$ cat src/rtl/fcc_pkg.sv
// Shared constants and helpers for the credit-based flow-control bank.
package fcc_pkg;

  // Router port indices, north first.
  localparam int P_NORTH = 0;
  localparam int P_SOUTH = 1;
  localparam int P_EAST  = 2;
  localparam int P_WEST  = 3;
  localparam int P_LOCAL = 4;

  // Default geometry of the bank.
  localparam int DEF_NUM_PORTS   = 5;
  localparam int DEF_NUM_VC      = 2;
  localparam int DEF_MAX_CREDITS = 4;

  // Flat channel index for a (port, vc) pair; channels of one port are adjacent.
  function automatic int chan_idx(input int port, input int vc, input int num_vc = DEF_NUM_VC);
    return port * num_vc + vc;
  endfunction

endpackage

$ cat src/rtl/fcc_credit_ctr.sv
// Single-channel saturating credit counter with sticky overflow/underflow flags.
module fcc_credit_ctr
  import fcc_pkg::*;
#(
  parameter int   MAX_CREDITS = DEF_MAX_CREDITS,
  parameter int   LOW_THRESH  = 1,
  localparam int  CNT_W       = $clog2(MAX_CREDITS + 1)
) (
  input  logic             clk,
  input  logic             rst,
  input  logic             init_i,
  input  logic             incr_i,
  input  logic             decr_i,
  input  logic             err_clr_i,
  output logic             en_o,
  output logic             low_o,
  output logic [CNT_W-1:0] cnt_o,
  output logic             err_ovf_o,
  output logic             err_unf_o
);

  localparam logic [CNT_W-1:0] MAX_CNT = CNT_W'(MAX_CREDITS);
  localparam logic [CNT_W-1:0] LOW_CNT = CNT_W'(LOW_THRESH);

  logic [CNT_W-1:0] cnt_q, cnt_d;
  logic             ovf_q, ovf_d;
  logic             unf_q, unf_d;

  // Next-state: re-init dominates, then clear, then count/error update (set beats clear).
  always_comb begin
    // NOTE: every variable gets a default before any branch, so no path leaves it unassigned and no latch is inferred.
    cnt_d = cnt_q;
    ovf_d = ovf_q;
    unf_d = unf_q;
    if (init_i) begin
      cnt_d = MAX_CNT;
      ovf_d = 1'b0;
      unf_d = 1'b0;
    end else begin
      if (err_clr_i) begin
        ovf_d = 1'b0;
        unf_d = 1'b0;
      end
      unique case ({incr_i, decr_i})
        2'b10: begin
          if (cnt_q == MAX_CNT) ovf_d = 1'b1;
          else                  cnt_d = cnt_q + CNT_W'(1);
        end
        2'b01: begin
          if (cnt_q == '0) unf_d = 1'b1;
          else             cnt_d = cnt_q - CNT_W'(1);
        end
        default: ;  // idle, or a send and a return cancelling out
      endcase
    end
  end

  // State registers; reset restores a full credit pool immediately.
  always_ff @(posedge clk or posedge rst) begin
    // NOTE: non-blocking assignments so every flop samples the pre-edge value of its inputs.
    if (rst) begin
      cnt_q <= MAX_CNT;
      ovf_q <= 1'b0;
      unf_q <= 1'b0;
    end else begin
      cnt_q <= cnt_d;
      ovf_q <= ovf_d;
      unf_q <= unf_d;
    end
  end

  // Outputs decode registered state only.
  assign cnt_o     = cnt_q;
  assign en_o      = (cnt_q != '0);
  assign low_o     = (cnt_q <= LOW_CNT);
  assign err_ovf_o = ovf_q;
  assign err_unf_o = unf_q;

endmodule

$ cat src/rtl/fcc_credit_bank.sv
// Bank of per-(port, VC) credit counters feeding the router output links.
module fcc_credit_bank
  import fcc_pkg::*;
#(
  parameter int  NUM_PORTS   = DEF_NUM_PORTS,
  parameter int  NUM_VC      = DEF_NUM_VC,
  parameter int  MAX_CREDITS = DEF_MAX_CREDITS,
  parameter int  LOW_THRESH  = 1,
  localparam int CNT_W       = $clog2(MAX_CREDITS + 1),
  localparam int NUM_CH      = NUM_PORTS * NUM_VC
) (
  input  logic                    clk,
  input  logic                    rst,
  input  logic                    init_i,
  input  logic [NUM_CH-1:0]       decr_i,
  input  logic [NUM_CH-1:0]       incr_i,
  input  logic                    err_clr_i,
  output logic [NUM_CH-1:0]       credit_en_o,
  output logic [NUM_CH-1:0]       credit_low_o,
  output logic [NUM_CH*CNT_W-1:0] credit_cnt_o,
  output logic [NUM_CH-1:0]       err_ovf_o,
  output logic [NUM_CH-1:0]       err_unf_o
);

  // One independent counter per channel; fields packed with channel 0 in the LSBs.
  for (genvar p = 0; p < NUM_PORTS; p++) begin : g_port
    for (genvar v = 0; v < NUM_VC; v++) begin : g_vc
      localparam int CH = chan_idx(p, v, NUM_VC);

      fcc_credit_ctr #(
        .MAX_CREDITS (MAX_CREDITS),
        .LOW_THRESH  (LOW_THRESH)
      ) u_ctr (
        .clk       (clk),
        .rst       (rst),
        .init_i    (init_i),
        .incr_i    (incr_i[CH]),
        .decr_i    (decr_i[CH]),
        .err_clr_i (err_clr_i),
        .en_o      (credit_en_o[CH]),
        .low_o     (credit_low_o[CH]),
        .cnt_o     (credit_cnt_o[CH*CNT_W +: CNT_W]),
        .err_ovf_o (err_ovf_o[CH]),
        .err_unf_o (err_unf_o[CH])
      );
    end
  end

endmodule

$ cat config.mk
export PLATFORM = sky130hd
export DESIGN_NAME = fcc_credit_bank
export DESIGN_NICKNAME = d
export VERILOG_FILES = /design/src/rtl/fcc_pkg.sv /design/src/rtl/fcc_credit_ctr.sv /design/src/rtl/fcc_credit_bank.sv
export SDC_FILE = /design/constraint.sdc
export NUM_CORES = 1
export LEC_CHECK = 0
export BUFFER_PORTS_ARGS = -buffer_cell sky130_fd_sc_hd__buf_4
export CORE_ASPECT_RATIO = 1.1
export CORE_MARGIN = 4
export CORE_UTILIZATION = 35
export CTS_BUF_LIST = sky130_fd_sc_hd__clkbuf_8
export DETAILED_ROUTE_END_ITERATION = 16
export GPL_TIMING_DRIVEN = 0
export PLACE_DENSITY = 0.54
export SETUP_SLACK_MARGIN = 0.4
export SLEW_MARGIN = 0
export SYNTH_ARGS = -nofsm -noshare
export SYNTH_HDL_FRONTEND = slang
export SYNTH_SLANG_ARGS = --single-unit
$ cat constraint.sdc
create_clock -name clk -period 2.7 [get_ports clk]
set_clock_uncertainty 0.15 [all_clocks]
set_input_delay 0.135 -clock clk [delete_from_list [all_inputs] [get_ports clk]]
set_output_delay 0.135 -clock clk [all_outputs]
set_load 0.1 [all_outputs]
## Word-level counts from Yosys, hierarchy flattened

Cells that the tools add are included.

| storage, ports and cells | value |
|---|---|
| register bits after elaboration | 50 |
| input bits | 24 |
| output and inout port bits | 70 |

| operators by class | value |
|---|---|
| $add $sub $neg | 20 |
| magnitude comparators | 10 |
| equal/unequal tests | 50 |
| multiplexer cells | 120 |
| reduce and logical (&&, ||, !) cells | 40 |

Operator list:

| kind | number |
|---|---|
| two-way mux 3 bit | 30 |
| two-way mux 1 bit | 80 |
| != test 3 bit (second input constant) | 20 |
| case mux 3 bit (2 select lines) | 10 |
| nonzero test 3 bit | 20 |
| adder 3 x 1 -> 3 bit (second input constant) | 10 |
| == test 3 bit (second input constant) | 10 |
| less-or-equal comparator 3 x 1 -> 1 bit (second input constant) | 10 |
| logical NOT 3 bit | 10 |
| AND reduction 3 bit | 10 |
| subtractor 3 x 1 -> 3 bit (second input constant) | 10 |
| == test 2 x 1 -> 1 bit (second input constant) | 10 |
| == test 2 bit (second input constant) | 10 |

## Longest topological paths before layout

| logic depth | value |
|---|---|
| depth after elaboration | 4 |
| mapped depth | 7 |
| depth with buffers taken out | 6 |

## By module

From an unflattened synthesis, not the netlist that was laid out.

| unflattened totals | value |
|---|---|
| cell total of the unflattened synthesis | 352 |
| area total of the unflattened synthesis | 3,772.4 um^2 |

By module, submodules not included:

| module | instances | cells an instance | area each (um^2) |
|---|---|---|---|
| fcc_credit_ctr (g_port[0].g_vc[1].u_ctr ...) | 9 | 34 | 370.4 |
| fcc_credit_ctr (g_port[0].g_vc[0].u_ctr) | 1 | 46 | 439.2 |

## Least setup slack after synthesis

Ideal clock, no wire load.

| timing path | value |
|---|---|
| kind | register -> register |
| start point | register g_port[2].g_vc[0].u_ctr.cnt_q[1] |
| end point | register g_port[2].g_vc[0].u_ctr.cnt_q[1] |
| arrival time | 2.237 ns |
| setup slack | 0.175 ns |
| cell stages (with the launch flop) | 6 |
| path buffers | 0 |
| period minus slack after synthesis | 2.525 ns |
| cell sequence | dfrtp_1 > inv_1 > ha_1 > mux2_1 > a311oi_1 > or4_1 |

| between the ends | value |
|---|---|
| longest elaborated chain between the ends | 4 |
| elaborated cells between the ends (all ways) | 11 |

Ends and longest elaborated chain:

| what | line | text |
|---|---|---|
| start: declaration | fcc_credit_ctr.sv:25 | `logic [CNT_W-1:0] cnt_q, cnt_d;` |
| start signal: assignment | fcc_credit_ctr.sv:66 | `cnt_q <= cnt_d;` |
| subtractor 3 x 1 -> 3 bit / adder 3 x 1 -> 3 bit (equally long branches) | fcc_credit_ctr.sv:51, fcc_credit_ctr.sv:47 |  |
| two-way mux 3 bit (on tied branches) | fcc_credit_ctr.sv:50, fcc_credit_ctr.sv:46 |  |
| case mux 3 bit (2 select lines) | fcc_credit_ctr.sv:44 | `unique case ({incr_i, decr_i})` |
| two-way mux 3 bit | fcc_credit_ctr.sv:35 | `if (init_i) begin` |

Parallel ways exist; a longest one is shown, timed or not. The select of a mux whose other input is x is not followed.
A chain may end at the register's enable or synchronous reset.

## Worst setup path in the final report

| timing path | value |
|---|---|
| start point | register g_port[4].g_vc[0].u_ctr.cnt_q[0] |
| end point | register g_port[4].g_vc[0].u_ctr.cnt_q[2] |

| between the ends | value |
|---|---|
| longest elaborated chain between the ends | 4 |
| elaborated cells between the ends (all ways) | 11 |

Ends and longest elaborated chain:

| what | line |
|---|---|
| start: declaration | fcc_credit_ctr.sv:25 |
| start signal: assignment | fcc_credit_ctr.sv:66 |
| subtractor 3 x 1 -> 3 bit / adder 3 x 1 -> 3 bit (equally long branches) | fcc_credit_ctr.sv:51, fcc_credit_ctr.sv:47 |
| two-way mux 3 bit (on tied branches) | fcc_credit_ctr.sv:50, fcc_credit_ctr.sv:46 |
| case mux 3 bit (2 select lines) | fcc_credit_ctr.sv:44 |
| two-way mux 3 bit | fcc_credit_ctr.sv:35 |

Parallel ways exist; a longest one is shown, timed or not. The select of a mux whose other input is x is not followed.

==> metrics.md <==
| Metric | Value |
|---|---|
| Startpoint types | `register` |
| Clk Tree Root Cell | `clkbuf_8` |
| Critical Path RT | `~2.8 ns` |
| CP top delay family | `buffers and inverters` |
| Core ar. | `11100 um^2` |
| Port buffer count | `slightly above 90` |
| Avg Inst Size Synth | `roughly 8.6 um^2` |
| Prevailing post-synth register cell | `dfrtp_1` |
| Max cap viols | `0` |
| Wirelength per Cell | `between 10 and 15 um` |
| CP cell instances | `inv_1 > ha_1 > inv_1 > a32oi_1 > a221oi_1 > o21ai_0 > dlygate4sd3_1` |
| Max-slew headroom | `0.557` |
| # nets final | `633` |
| Post-CTS Setup Bufs | `0` |
| Sequential area share after synthesis | `0.315` |
| Antenna diodes | `0` |
| Htree depth | `2` |
| Min Clock Period, post-route | `between 2 and 2.5 ns` |
| First-pass GRT wire length | `between 15000 and 20000 um` |
| Detailed-placement wirelength estimate | `roughly 7500 um` |
| Num CTS Buffers | `5` |
| Post-route cell area | `slightly above 5000 um^2` |
| Top Metal Used | `met4` |
| Clk_lat worst skew | `0.32 ns` |
| FFs w/ async S/R, synth | `1.00` |
| Crit path capture type | `register` |
| Vias per cell | `4.91` |
| Syn Nets | `527` |
| Distinct cells, synth | `50` |
| Initial core utilization | `0.363` |
| WL met2 | `about 4600 um` |
| Fmax achieved | `0.467 GHz` |
| GRT Overall Usage | `0.156` |
| CP Max Fanout | `6` |
| Final WL | `around 10000 um` |
| Worst path slowest cell | `dlygate4sd3_1` |
| Peak supply drop | `0.456 mV` |
| I/O Pins | `between 90 and 100` |
| Post-synth EDFFs | `0` |
| Final hold vios | `0` |
| Cell area after synthesis | `between 4000 and 5000 um^2` |
| Final slew viol count | `0` |
| RSZ-0062 raised after global routing | `false` |
| Detail Route Antenna Nets | `0` |
| Number of detailed-route iterations in the first pass | `4` |
| Most used cell, CP | `inv_1` |
| Die Wd | `110 um` |
| GRT overflow | `0` |
| Worst Path Buf+Inv | `3` |
| Share of cells above drive strength 1 | `0.311` |
| CTS Buffer Depth | `2` |
| DP Area | `between 4000 and 5000 um^2` |
| CP arrival | `between 2 and 2.5 ns` |
| Reg clk slew, reported paths | `roughly 0.10 ns` |
| Initial antenna violation count | `0` |
| Outcome | `finished clean` |
| Setup-failing EPs final | `0` |
| Via count | `roughly 3500` |
| Tightest Pin Transition | `0.664 ns` |
| GP Congestion | `around 0.79` |
| Crit-path max cell delay | `0.57 ns` |
| Syn. warnings | `0` |
| Initial DRC Count | `178` |
| Layout area overhead | `27.0%` |
| Pwr per Cell Area | `about 810 nW/um^2` |
| Die ar. | `between 10000 and 15000 um^2` |
| TritonCTS clock tree | `done` |
| Met3 routed WL | `slightly above 700 um` |
| Yosys reg bits | `50` |
| Crit Path Class | `reg2reg` |
| Leakage power | `around 0.0024 uW` |
| Post-route clock period utilization | `0.793` |
| Row cnt | `40` |
| Vias in the first global route | `~3400` |
| Hold Slack | `0.0201 ns` |
| Die H | `about 120 um` |
| M1 wire length | `4730 um` |
| CTS Sinks | `50` |
| Post-Route Setup TNS | `0 ns` |
| Residual DRC count | `0` |
| Layout Utilization | `0.461` |
| Largest net degree at the start of global routing | `30` |
| Synth Instances | `around 470` |
| Worst hold path class | `in2reg` |
worst reg2reg max path: stages (launching register included):
cell	delay, ns
dfrtp_2	0.40
inv_1	0.09
ha_1	0.28
inv_1	0.09
a32oi_1	0.09
a221oi_1	0.29
o21ai_0	0.12
dlygate4sd3_1	0.57
metrics by stage:
step / power, uW / instances / setup WS, ns
detailed placement: 3580 / 704 / 0.619
global placement: 3550 / 703 / 0.129
CTS: 4160 / 719 / 0.547
floorplan: 3070 / 465 / 0.427
finish: 4120 / 719 / 0.558
global route: 4390 / 719 / 0.401
layout make-up:
| cell class | instances | area (um^2) |
|---|---|---|
| plain buffers | 64 | 405 |
| clock buffers | 5 | 68.8 |
| clock inverters | 3 | 40.0 |
| fillers | 1102 | 5960 |
| inverters | 39 | 146 |
| multi-input cells | 312 | 2200 |
| flip-flops and latches | 50 | 1280 |
| well taps | 147 | 184 |
| repair buffers | 99 | 773 |
cell families after synthesis:
family,Yosys count,synth area share
xor gates and xnor gates,15,0.0327
adders and majority gates,38,0.118
buffers and inverters,103,0.137
muxes,8,0.0202
and+or+nand+nor,146,0.195
AOI/OAI and AO/OA,105,0.182
DFF,50,0.315
cell usage after synthesis, types with 2 or more instances:
master	n	area [um^2]
nor2_1	43	161
buf_4	40	300
dfrtp_1	40	1000
inv_1	39	146
ha_1	38	475
a21oi_1	33	165
nand2_1	24	90.1
nor2b_1	21	131
a32oi_1	20	175
nand2b_1	17	106
clkbuf_1	15	56.3
xnor2_1	14	123
o21ai_0	13	65.1
dfstp_2	10	263
a2bb2oi_1	7	61.3
mux2i_1	7	70.1
a211oi_1	6	45.0
a22oi_1	6	45.0
buf_2	5	25.0
nand4b_1	5	43.8
nor3_1	5	25.0
nor3b_1	5	37.5
nor4b_1	5	43.8
nand3_1	4	20.0
nor4_1	4	25.0
a21o_1	3	22.5
a31oi_1	3	18.8
a32o_1	3	30.0
or2_2	3	18.8
a2111oi_0	2	17.5
a221oi_1	2	17.5
buf_1	2	7.51
nor4bb_1	2	20.0
o31ai_1	2	15.0
or3_1	2	12.5
cells in the final DEF, fill, tap and decap left out, types with 3 or more instances in the layout:
cell	count
mux2i_1	7
a32oi_1	20
clkbuf_1	14
ha_1	37
a2bb2oi_1	7
buf_1	3
nand3_1	4
buf_2	5
buf_4	131
a21o_1	3
nor4b_1	5
nor4_1	4
nor2b_1	21
xnor2_1	14
nor2_1	43
or2_2	3
dlygate4sd3_1	7
dfstp_2	10
a32o_1	3
nor3_1	5
nand2b_1	17
inv_1	38
dfrtp_1	27
nand4b_1	5
nand2_1	24
a21oi_1	33
a211oi_1	6
o21ai_0	13
nor3b_1	5
clkbuf_8	5
a31oi_1	3
a22oi_1	6
dfrtp_2	13
state kept, by name, summed over array words and instances, names as in the netlist:
register,cells
g_port.g_vc.u_ctr.cnt_o,30
g_port.g_vc.u_ctr.err_ovf_o,10
g_port.g_vc.u_ctr.err_unf_o,10
final timing paths:
| check | startpoint | to | slack, ns | cells past startpoint |
|---|---|---|---|---|
| setup / recovery | g_port[4].g_vc[0].u_ctr.cnt_o[0]$_DFFE_PP0P_ | g_port[4].g_vc[0].u_ctr.cnt_o[2]$_DFFE_PP1P_ | 0.56 | 7 |
| setup reg to reg | g_port[4].g_vc[0].u_ctr.cnt_o[0]$_DFFE_PP0P_ | g_port[4].g_vc[0].u_ctr.cnt_o[2]$_DFFE_PP1P_ | 0.56 | 7 |
| max in group asynchronous | rst | g_port[3].g_vc[0].u_ctr.cnt_o[2]$_DFFE_PP1P_ | 1.51 | 4 |
| hold reg to reg | g_port[3].g_vc[0].u_ctr.err_ovf_o$_DFF_PP0_ | g_port[3].g_vc[0].u_ctr.err_ovf_o$_DFF_PP0_ | 0.37 | 2 |
| hold / removal | incr_i[2] | g_port[1].g_vc[0].u_ctr.cnt_o[2]$_DFFE_PP1P_ | 0.02 | 3 |
| min in group asynchronous | rst | g_port[1].g_vc[1].u_ctr.err_unf_o$_DFF_PP0_ | 0.27 | 3 |
per-layer routing:
layer,up-vias,GRT usage
met5,-,0
met4,0,0.0362
met3,11,0.0390
met2,88,0.248
met1,1645,0.213
li1,1789,-
power by group:
| group | total [uW] | internal (uW) | switching, uW |
|---|---|---|---|
| Clock | 541 | 273 | 268 |
| Sequential | 1010 | 880 | 130 |
| Combinational | 2570 | 749 | 1820 |
timing repair:
item | CTS | global route
gates resized for setup | 0 | 2
endpoints found under the hold margin | 23 | 0
endpoints found under the setup margin | 0 | 1
hold buffers | 7 | 0
(Power assumes the default switching activity.)
